[src/rtl/tug_pkg.sv]
// -----------------------------------------------------------------------------
// tug_pkg
// Shared definitions for the tug-of-war front end.
//   key_state_t  : per-channel debounce FSM state
//   SIM_DEBOUNCE : debounce length used for fast simulation builds
//   HW_DEBOUNCE  : debounce length for the board (10 ms at 50 MHz)
//   cnt_width()  : width of a counter able to hold 0..n
// -----------------------------------------------------------------------------
package tug_pkg;

  typedef enum logic [1:0] {
    IDLE      = 2'd0,
    ARMING    = 2'd1,
    PRESSED   = 2'd2,
    RELEASING = 2'd3
  } key_state_t;

  localparam int SIM_DEBOUNCE = 16;
  localparam int HW_DEBOUNCE  = 500000;

  function automatic int cnt_width(input int n);
    return $clog2(n + 1);
  endfunction

endpackage

[src/rtl/key_channel.sv]
// -----------------------------------------------------------------------------
// key_channel
// One button channel: 2-flop synchronizer, debounce counter and a 4-state FSM
// that emits a single registered pulse per accepted press.
// Parameters:
//   DEBOUNCE_CYCLES : stable samples needed to accept a press or release (>=2)
// Ports:
//   clk    in   system clock
//   reset  in   asynchronous active-high reset
//   key_n  in   raw active-low button, asynchronous to clk
//   press  out  one-cycle registered press pulse
// -----------------------------------------------------------------------------
module key_channel
  import tug_pkg::*;
#(
  parameter int DEBOUNCE_CYCLES = SIM_DEBOUNCE
) (
  input  logic clk,
  input  logic reset,
  input  logic key_n,
  output logic press
);

  localparam int CW = cnt_width(DEBOUNCE_CYCLES);
  localparam logic [CW-1:0] CNT_ONE  = CW'(1);
  localparam logic [CW-1:0] CNT_LAST = CW'(DEBOUNCE_CYCLES - 1);

  logic            sync1_q, sync1_d;
  logic            sync2_q, sync2_d;
  key_state_t      state_q, state_d;
  logic [CW-1:0]   cnt_q,   cnt_d;
  logic            press_q, press_d;
  logic            s;

  always_comb begin
    sync1_d = key_n;
    sync2_d = sync1_q;
    // Synchronized level, inverted so 1 means the button is held down.
    s       = ~sync2_q;

    state_d = state_q;
    cnt_d   = cnt_q;
    press_d = 1'b0;

    case (state_q)
      IDLE: begin
        if (s) begin
          state_d = ARMING;
          cnt_d   = CNT_ONE;
        end else begin
          cnt_d   = '0;
        end
      end
      ARMING: begin
        if (!s) begin
          // Bounce during the press: start over.
          state_d = IDLE;
          cnt_d   = '0;
        end else if (cnt_q == CNT_LAST) begin
          state_d = PRESSED;
          cnt_d   = '0;
          press_d = 1'b1;
        end else begin
          cnt_d   = cnt_q + CNT_ONE;
        end
      end
      PRESSED: begin
        if (!s) begin
          state_d = RELEASING;
          cnt_d   = CNT_ONE;
        end else begin
          cnt_d   = '0;
        end
      end
      RELEASING: begin
        if (s) begin
          // Release bounce: back to held, and deliberately no new pulse.
          state_d = PRESSED;
          cnt_d   = '0;
        end else if (cnt_q == CNT_LAST) begin
          state_d = IDLE;
          cnt_d   = '0;
        end else begin
          cnt_d   = cnt_q + CNT_ONE;
        end
      end
      default: begin
        state_d = IDLE;
        cnt_d   = '0;
      end
    endcase
  end

  // Synchronizer flops reset to the released level so a key held through
  // reset is seen as a fresh press once reset goes away.
  always_ff @(posedge clk or posedge reset) begin
    if (reset) begin
      sync1_q <= 1'b1;
      sync2_q <= 1'b1;
      state_q <= IDLE;
      cnt_q   <= '0;
      press_q <= 1'b0;
    end else begin
      sync1_q <= sync1_d;
      sync2_q <= sync2_d;
      state_q <= state_d;
      cnt_q   <= cnt_d;
      press_q <= press_d;
    end
  end

  assign press = press_q;

endmodule

[src/rtl/tug_key_conditioner.sv]
// -----------------------------------------------------------------------------
// tug_key_conditioner
// Front end of the tug-of-war game: turns the two raw player buttons into
// single-cycle L/R press pulses for the playfield light cells. Two independent
// key_channel instances; this level is wiring only and does no arbitration, so
// L and R may be high in the same cycle.
// Parameters:
//   DEBOUNCE_CYCLES : stable samples needed per press/release (>=2);
//                     the board top overrides this with HW_DEBOUNCE
// Ports:
//   clk      in   system clock (50 MHz)
//   reset    in   asynchronous active-high reset
//   key_l_n  in   raw left button, active low, asynchronous
//   key_r_n  in   raw right button, active low, asynchronous
//   L        out  left press pulse, one cycle per accepted press
//   R        out  right press pulse, one cycle per accepted press
// -----------------------------------------------------------------------------
module tug_key_conditioner
  import tug_pkg::*;
#(
  parameter int DEBOUNCE_CYCLES = SIM_DEBOUNCE
) (
  input  logic clk,
  input  logic reset,
  input  logic key_l_n,
  input  logic key_r_n,
  output logic L,
  output logic R
);

  key_channel #(
    .DEBOUNCE_CYCLES (DEBOUNCE_CYCLES)
  ) u_left (
    .clk   (clk),
    .reset (reset),
    .key_n (key_l_n),
    .press (L)
  );

  key_channel #(
    .DEBOUNCE_CYCLES (DEBOUNCE_CYCLES)
  ) u_right (
    .clk   (clk),
    .reset (reset),
    .key_n (key_r_n),
    .press (R)
  );

endmodule
[config.mk]
export PLATFORM = sky130hd
export DESIGN_NAME = tug_key_conditioner
export DESIGN_NICKNAME = d
export VERILOG_FILES = /design/src/rtl/tug_pkg.sv /design/src/rtl/key_channel.sv /design/src/rtl/tug_key_conditioner.sv
export SDC_FILE = /design/constraint.sdc
export NUM_CORES = 1
export LEC_CHECK = 0
export BUFFER_PORTS_ARGS = -buffer_cell sky130_fd_sc_hd__buf_2
export CORE_ASPECT_RATIO = 1.4
export CORE_UTILIZATION = 30
export CTS_CLUSTER_SIZE = 24
export DETAILED_ROUTE_END_ITERATION = 16
export PLACE_DENSITY = 0.55
export REMOVE_ABC_BUFFERS = 1
export SLEW_MARGIN = 40
export SYNTH_ARGS = -nofsm -noshare
export SYNTH_HDL_FRONTEND = slang
export SYNTH_SLANG_ARGS = --single-unit
[constraint.sdc]
create_clock -name clk -period 1.7 [get_ports clk]
set_clock_uncertainty 0.1 [all_clocks]
set_input_delay 0.17 -clock clk [delete_from_list [all_inputs] [get_ports clk]]
set_output_delay 0.17 -clock clk [all_outputs]
set_load 0.01 [all_outputs]
# ---- Yosys cells after proc, flatten, opt, wreduce, memory -nomap -nowiden
# Cells that the tools add are included.
dict set report word_totals {
  in_bits 4
  reg_bits 20
  elab_cells 64
}
dict set report classes {
  n_mux 32
  n_eq_ne 16
  n_addsub 2
  n_reduce_logical 4
}
# operator count
set op_table {}
lappend op_table {{case mux 5 bit (4 select lines)} 2}
lappend op_table {{two-way mux 5 bit} 6}
lappend op_table {{two-way mux 2 bit} 12}
lappend op_table {{case mux 2 bit (4 select lines)} 2}
lappend op_table {{adder 5 x 1 -> 5 bit (second input constant)} 2}
lappend op_table {{== test 5 x 4 -> 1 bit (second input constant)} 2}
lappend op_table {{two-way mux 1 bit} 10}
lappend op_table {{== test 2 bit (second input constant)} 4}
lappend op_table {{AND reduction 4 bit} 2}
lappend op_table {{inequality test 3 x 1 -> 1 bit (second input constant)} 2}
lappend op_table {{inequality test 3 bit (second input constant)} 2}
lappend op_table {{== test 2 x 1 -> 1 bit (second input constant)} 2}
lappend op_table {{zero test 2 bit} 2}
lappend op_table {{inequality test 2 x 1 -> 1 bit (second input constant)} 2}
lappend op_table {{inequality test 2 bit (second input constant)} 2}

# ---- Depth between registers and ports, before layout
# Gate-level depths: netlist of the first run.
dict set report depth {
  ltp_word 4
  ltp_mapped 4
  depth_no_buf 4
}

# ---- Hierarchy
# Synthesis of the first run repeated with hierarchy kept, for this count alone.
dict set report unflattened {
  hier_cells 66
  area_unflattened_um2 828.3
}
# module area_per_inst_um2 cells_each instances
set modules_own_cells {}
lappend modules_own_cells {key_channel 414.1 33 2}

# ---- Worst setup path after synthesis of the first run
# Ideal clock, no wire load.
dict set report synth_timing {
  path_type {reg2reg}
  start {reg u_right.cnt_q[0]}
  end {reg with a tool-made name}
  path_stages_with_launch 5
  t_required_ns 1.521
  setup_time_ns 0.079
  arrival_time_ns 1.098
  path_buffers 0
  slack_ns 0.422
  path_cell_list {dfrtp_1 -> ha_1 -> and4b_1 -> nand2_2 -> mux2i_1}
}
# item line
set synth_lines {}
lappend synth_lines {{start: declaration} key_channel.sv:31} ;# logic [CW-1:0] cnt_q, cnt_d;
lappend synth_lines {{start signal: assignment} key_channel.sv:107} ;# cnt_q <= cnt_d;

# ---- Final worst setup path of the first run
dict set report layout_timing {
  start {reg u_right.cnt_q[0]}
  end {reg u_right.cnt_q[0]}
}
dict set report layout_between {
  elab_chain_cells 4
  word_cells_on_any_way 6
  cone_classes {1 x add/sub; 1 x eq/ne; 4 x mux}
}
# item line
set layout_lines {}
lappend layout_lines {{adder 5 x 1 -> 5 bit / == test 5 x 4 -> 1 bit (equally long branches)} --}
lappend layout_lines {{two-way mux 5 bit *} {key_channel.sv:59, key_channel.sv:80}}
lappend layout_lines {{two-way mux 5 bit (on tied branches)} {key_channel.sv:76, key_channel.sv:55}}
lappend layout_lines {{case mux 5 bit (4 select lines) *} key_channel.sv:45} ;# case (state_q)
lappend layout_lines {{via u_right.cnt_d[0]} key_channel.sv:31}
# Mark *: on every way through the listed nets, which the timed path passes. The rest lies on a longest branch.
# A chain may end at the register's enable or synchronous reset.

==> flow_summary.toml, run 1 <==
[outcome]
outcome = "finished, final reports clean"

[job]
timing.max_cap.violations = 0

[pwr]
power-per-cell-area_nw_per_um2 = 829
ir_drop_uv = 307
intPower_mw = 0.595
netSwitchingFraction = 0.213
clock_network_power_share = 0.280
seq_power_share = 0.667
total_leakage_power_nw = 0.407
net-switching-power_mw = 0.161
fin_total_pwr_mw = 0.755
pwr-share-comb = 0.053

[global_route]
grt_pass1_vias = 516
largest_net_degree_at_the_start_of_global_routing = 12
global_route.usage.total = 0.102
grt.overflow.total = 0
grt_first_pass_wirelength_mm = 2.22
grt_antenna_before_repair = 0

[finish]
diodes = 0
finalNetCount = 84
final_cells = 110
layout.core_utilization = 0.373
layout.cell_area.non_filler_um2 = 911
area.growth.synth_to_final_pct = 16.3
drive_above_1_share = 0.197

[die]
top_level_ports = 6
fp-row-count = 21
dieArea_um2 = 2820
die_width_um = 45.2
vertical_die_dimension_um = 62.5
initial_utilization = 0.321
floorplan.core_area_um2 = 2440

[routing]
firstDrtPassIters = 3
antenna_left = 0
initialDrtViolationCount = 9
top_signal_layer_used = "met4"
wl_met3_um = 22
detailed_routed_wire_length_on_met2_um = 565
via_per_inst = 4.30
routed_vias = 473
totalWireLength_mm = 1.14
drt_drc_violations_left = 0
routedLengthMet1_um = 549
post_drt_wl_per_cell_um = 10.4

[clocking]
cts.htree.levels = 1
cts-root-to-sink-buffers = 2
cts_root_buffer = "clkbuf_4"
clock_tree_from_tritoncts = "done"
cts_resized = 0
cts_hold_buffers = 3
cts_made_buffers = 3
post-cts-setup-buffers = 0
cts.sinks = 20
clk_pin_slew_worst_paths_ns = 0.10
clk_latency_ns = 0.29

[timing]
holdWs_ns = 0.260
finalMaxSlewViolations = 0
finalHoldViolCount = 0
setup-violations-final = 0
rsz0062_at_grt = "no"
worst_slew_margin_rel = 0.759
setup_ws_ns = 0.322
fmaxAchievable_mhz = 725
setup_tns_ns = 0
period_share = 0.811
tightest_slew_ns = 0.361
timing.final.crit_period_ns = 1.38

[min_path]
hold_class = "reg2reg"

[synthesis]
synth.largest_area_cell = "dfrtp_1"
sequential_to_total_area_share_from_yosys_stat = 0.645
synthesis.area_per_instance_um2 = 12.2
cells_taking_the_most_area_after_synthesis = "dfrtp_1 51%, dfstp_2 13%, xnor2_1 4.5%, and2_1 3.2%, ha_1 3.2%"
yosysWarningCount = 0
synth_seq_cells = 20
yosysUniqueCellTypes = 23
post_syn_instances = 64
mappedNetlistArea_um2 = 783
synth_top_cell_area_share = 0.511

[worst_setup_path]
worstPathMaxFanout = 4
critical_path_class = "reg2reg"
crit_arrival_ns = 1.50
critPathLaunchType = "register"
required_ns = 1.82
crit_path_end_kind = "register"

[placement]
numPortBuffers = 5
dp_hpwl_um = 825
placed_cell_area_um2 = 858
gp_congestion = 0.714
post-place-ws_ns = 0.333
post-place-cells = 104
cells by family after synthesis:
kind of cell / share of synthesized area
xor gates and xnor gates: 0.0559
adders and majority gates: 0.0319
AOI/OAI and AO/OA: 0.0351
DFF: 0.645
buffers and inverters: 0.00959
and+or+nand+nor: 0.209
muxes: 0.0128
metal layers:
metal / vias up / track usage
met5: - / 0
met4: 0 / 0.0341
met3: 2 / 0.0173
met2: 3 / 0.159
met1: 228 / 0.141
li1: 240 / -
final cells by class:
class | count | area (um^2)
fillers | 250 | 1530
flip-flops and latches | 20 | 505
multi-input cells | 42 | 270
repair buffers | 9 | 62.6
well taps | 34 | 42.5
clock buffers | 3 | 22.5
inverters | 2 | 7.51
flip-flops by register name (all words and copies together), names as in the netlist, named ones only:
register         count
u_left.press         1
u_right.sync2_q      1
u_left.sync2_q       1
u_right.sync1_q      1
u_right.press        1
u_right.state_q      1
u_right.cnt_q        5
u_left.state_q       1
u_left.cnt_q         5
u_left.sync1_q       1
critical path, cell delays in order (launching register included):
cell and delay, ns:
dfrtp_1 0.42, ha_1 0.25, and4b_1 0.26, o21ai_0 0.14, and2_1 0.14
power by group through the flow:
| stage | Combinational, mW | Sequential, mW | Clock [mW] |
|---|---|---|---|
| after floorplan | 0.0246 | 0.511 | 0 |
| after global placement | 0.0353 | 0.513 | 0 |
| after detailed placement | 0.0360 | 0.513 | 0 |
| after CTS | 0.0417 | 0.504 | 0.222 |
| after global routing | 0.0480 | 0.507 | 0.244 |
| final | 0.0401 | 0.504 | 0.211 |
cell usage after synthesis:
| library cell | count |
|---|---|
| dfrtp_1 | 16 |
| nand2_1 | 6 |
| and2_1 | 4 |
| dfstp_2 | 4 |
| nand3_1 | 4 |
| nor2_1 | 4 |
| xnor2_1 | 4 |
| a31oi_1 | 2 |
| and4b_1 | 2 |
| ha_1 | 2 |
| inv_1 | 2 |
| nand2b_1 | 2 |
| nor3_1 | 2 |
| a21oi_1 | 1 |
| and3_1 | 1 |
| mux2i_1 | 1 |
| nand2_2 | 1 |
| nand4b_1 | 1 |
| nor3_2 | 1 |
| nor3b_1 | 1 |
| o21ai_0 | 1 |
| o21ai_1 | 1 |
| xor2_1 | 1 |
path summary, 6_finish.rpt:
check,start,end,depth (start not counted),slack [ns]
worst max-delay path,u_right.cnt_q[0]$_DFF_PP0_,u_right.cnt_q[0]$_DFF_PP0_,4,0.32
worst min-delay path,u_left.sync1_q$_DFF_PP1_,u_left.sync2_q$_DFF_PP1_,0,0.26
worst max register to register,u_right.cnt_q[0]$_DFF_PP0_,u_right.cnt_q[0]$_DFF_PP0_,4,0.32
worst min register to register,u_left.sync1_q$_DFF_PP1_,u_left.sync2_q$_DFF_PP1_,0,0.26
max in group asynchronous,reset,u_right.sync2_q$_DFF_PP1_,4,0.68
min in group asynchronous,reset,u_right.cnt_q[2]$_DFF_PP0_,3,0.29
layout by cell type, fill, tap and decap left out, types with 2 or more instances in the layout:
| cell | netlist | final |
|---|---|---|
| buf_2 | 0 | 5 |
| nor3_1 | 2 | 2 |
| ha_1 | 2 | 2 |
| dfrtp_1 | 16 | 16 |
| clkbuf_4 | 0 | 3 |
| nand2_1 | 6 | 6 |
| nor2_1 | 4 | 4 |
| and4b_1 | 2 | 2 |
| nand2b_1 | 2 | 2 |
| xnor2_1 | 4 | 4 |
| and2_1 | 4 | 4 |
| a31oi_1 | 2 | 2 |
| inv_1 | 2 | 2 |
| nand3_1 | 4 | 4 |
| dfstp_2 | 4 | 4 |
| dlygate4sd3_1 | 0 | 3 |
Note: power is estimated with default switching activity, not from simulation.
==> run 2, diff against run 1 <==
--- a/config.mk
+++ b/config.mk
@@ -10,7 +10,7 @@
 export CORE_UTILIZATION = 30
 export CTS_CLUSTER_SIZE = 24
 export DETAILED_ROUTE_END_ITERATION = 16
-export PLACE_DENSITY = 0.55
+export PLACE_DENSITY = 0.56
 export REMOVE_ABC_BUFFERS = 1
 export SLEW_MARGIN = 40
 export SYNTH_ARGS = -nofsm -noshare
==> constraint.sdc (replaced) <==
create_clock -name clk -period 1.1 [get_ports clk]
set_clock_uncertainty 0.1 [all_clocks]
set_input_delay 0.11 -clock clk [delete_from_list [all_inputs] [get_ports clk]]
set_output_delay 0.11 -clock clk [all_outputs]
set_load 0.01 [all_outputs]
==> run 2 against run 1 <==
Compared with the run above:
- the run now ends with setup timing left
- final cell count up 15%
- setup slack worse by 0.49 ns
- clock-buffer cell count stayed put
- clock power is 54% higher
- utilization rose by 7.8 points
- non-clock buffer count is 16 higher
- power up 60%
- sequential power rose by 55%
- critical path depth unchanged
- register-to-register slack worse by 0.49 ns
- die area is the same
- sequential share of layout area fell by 9.6 points
- largest cell class unchanged
==> flow_summary.toml, run 2 (same netlist as run 1, synthesis figures left out) <==
[outcome]
outcome = "finished with violations"
violations = "setup timing"

[worst_setup_path]
worstPathMaxFanout = 3
crit_arrival_ns = 1.39
required_ns = 1.22
critPathLaunchType = "register"
crit_path_end_kind = "register"
critical_path_class = "reg2reg"

[die]
initial_utilization = 0.321
vertical_die_dimension_um = 62.5
die_width_um = 45.2
top_level_ports = 6
floorplan.core_area_um2 = 2440
fp-row-count = 21
dieArea_um2 = 2820

[finish]
layout.filler_cells = 223
drive_above_1_share = 0.511
area.growth.synth_to_final_pct = 40.7
sequential_cell_area_um2 = 505
finalNetCount = 100
diodes = 0
reg.largest.list = "u_left.cnt_q x5, u_right.cnt_q x5"
area_used_by_multi_input_combinational_logic_um2 = 342
layout_common_cells = "17 x buf_4, 16 x dfrtp_1, 5 x buf_2"
mostFrequentLayoutCell = "buf_4"

[timing]
setup-violations-final = 14
finalMaxSlewViolations = 0
tightest_slew_ns = 0.252
worst_slew_margin_rel = 0.832
period_share = 1.15
setup_tns_ns = -1.41
setup_ws_ns = -0.168
rsz0062_at_grt = "yes"
timing.final.crit_period_ns = 1.27
finalHoldViolCount = 0
fmaxAchievable_mhz = 789

[pwr]
power-per-cell-area_nw_per_um2 = 1100
fin_total_pwr_mw = 1.21
total_leakage_power_nw = 0.499
ir_drop_uv = 677

[global_route]
grt_antenna_before_repair = 0
largest_net_degree_at_the_start_of_global_routing = 21
grt_first_pass_wirelength_mm = 2.36
grt.overflow.total = 0
global_route.usage.total = 0.114
grt_pass1_vias = 595

[routing]
firstDrtPassIters = 2
post_drt_wl_per_cell_um = 10.5
drt_drc_violations_left = 0
antenna_left = 0
routed_vias = 569
totalWireLength_mm = 1.33
via_per_inst = 4.52
initialDrtViolationCount = 24

[clocking]
clk_latency_ns = 0.29
cts_root_buffer = "clkbuf_4"
clk_pin_slew_worst_paths_ns = 0.10
cts.htree.levels = 1
cts.sinks = 20
cts_made_buffers = 3
cts-root-to-sink-buffers = 2
clock_tree_from_tritoncts = "done"

[placement]
numPortBuffers = 5
gp_congestion = 0.732
dp_hpwl_um = 951

[min_path]
hold_class = "in2async"

[job]
timing.max_cap.violations = 0
run 2: layout make-up:
cell class / count / area share
Sequential cell: 20 / 0.459
Multi-Input combinational cell: 42 / 0.310
Inverter: 2 / 0.00681
Clock buffer: 3 / 0.0204
Timing Repair Buffer: 25 / 0.166
Tap cell: 34 / 0.0386
run 2: worst max-delay path: stages, from the launching register on:
cell and delay, ns:
dfrtp_1 0.40, ha_2 0.19, and4b_2 0.23, nand2_2 0.10
mux2i_1 0.18
run 2: final timing paths:
kind	from	cells past startpoint	endpoint	slack [ns]
max	u_right.cnt_q[1]$_DFF_PP0_	4	register	-0.17
min	reset	4	asynchronous set/reset pin	0.26
max reg2reg	u_right.cnt_q[1]$_DFF_PP0_	4	register	-0.17
min reg2reg	u_left.sync1_q$_DFF_PP1_	0	u_left.sync2_q$_DFF_PP1_	0.26
max in group asynchronous	reset	4	u_left.sync1_q$_DFF_PP1_	0.37
min in group clk	u_left.sync1_q$_DFF_PP1_	0	u_left.sync2_q$_DFF_PP1_	0.26
run 2: what timing repair did:
item	CTS	global route
resized for setup	15	2
endpoints found under the setup margin	16	16
pin swaps	13	5
cloned	0	0
hold endpoints to repair	22	0
buffers inserted	2	3
hold buffers	3	0
run 2: metrics by stage:
step	util	cells	hold slack (ns)	setup slack, ns	instance area, um^2
global placement	0.391	117	0.0429	-0.171	956
finish	0.451	126	0.261	-0.168	1100
detailed placement	0.391	117	0.0447	-0.201	956
floorplan	-	64	-0.0291	-0.178	783
CTS	0.441	124	0.265	-0.154	1080
global route	0.451	126	0.263	-0.228	1100
run 2: power breakdown:
| part | switching (mW) | leakage [nW] | internal (mW) |
|---|---|---|---|
| Combinational | 0.0451 | 0.229 | 0.0612 |
| Sequential | 0.0170 | 0.256 | 0.762 |
| Clock | 0.196 | 0.0138 | 0.127 |
run 2: routing by layer:
| layer | routed length [um] | vias to the layer above | global-route usage |
|---|---|---|---|
| met3 | 22 | 5 | 0.0260 |
| met4 | 37 | 0 | 0.0568 |
| met1 | 577 | 281 | 0.135 |
| met2 | 690 | 8 | 0.185 |
| li1 | - | 275 | - |
| met5 | 0 | - | 0 |
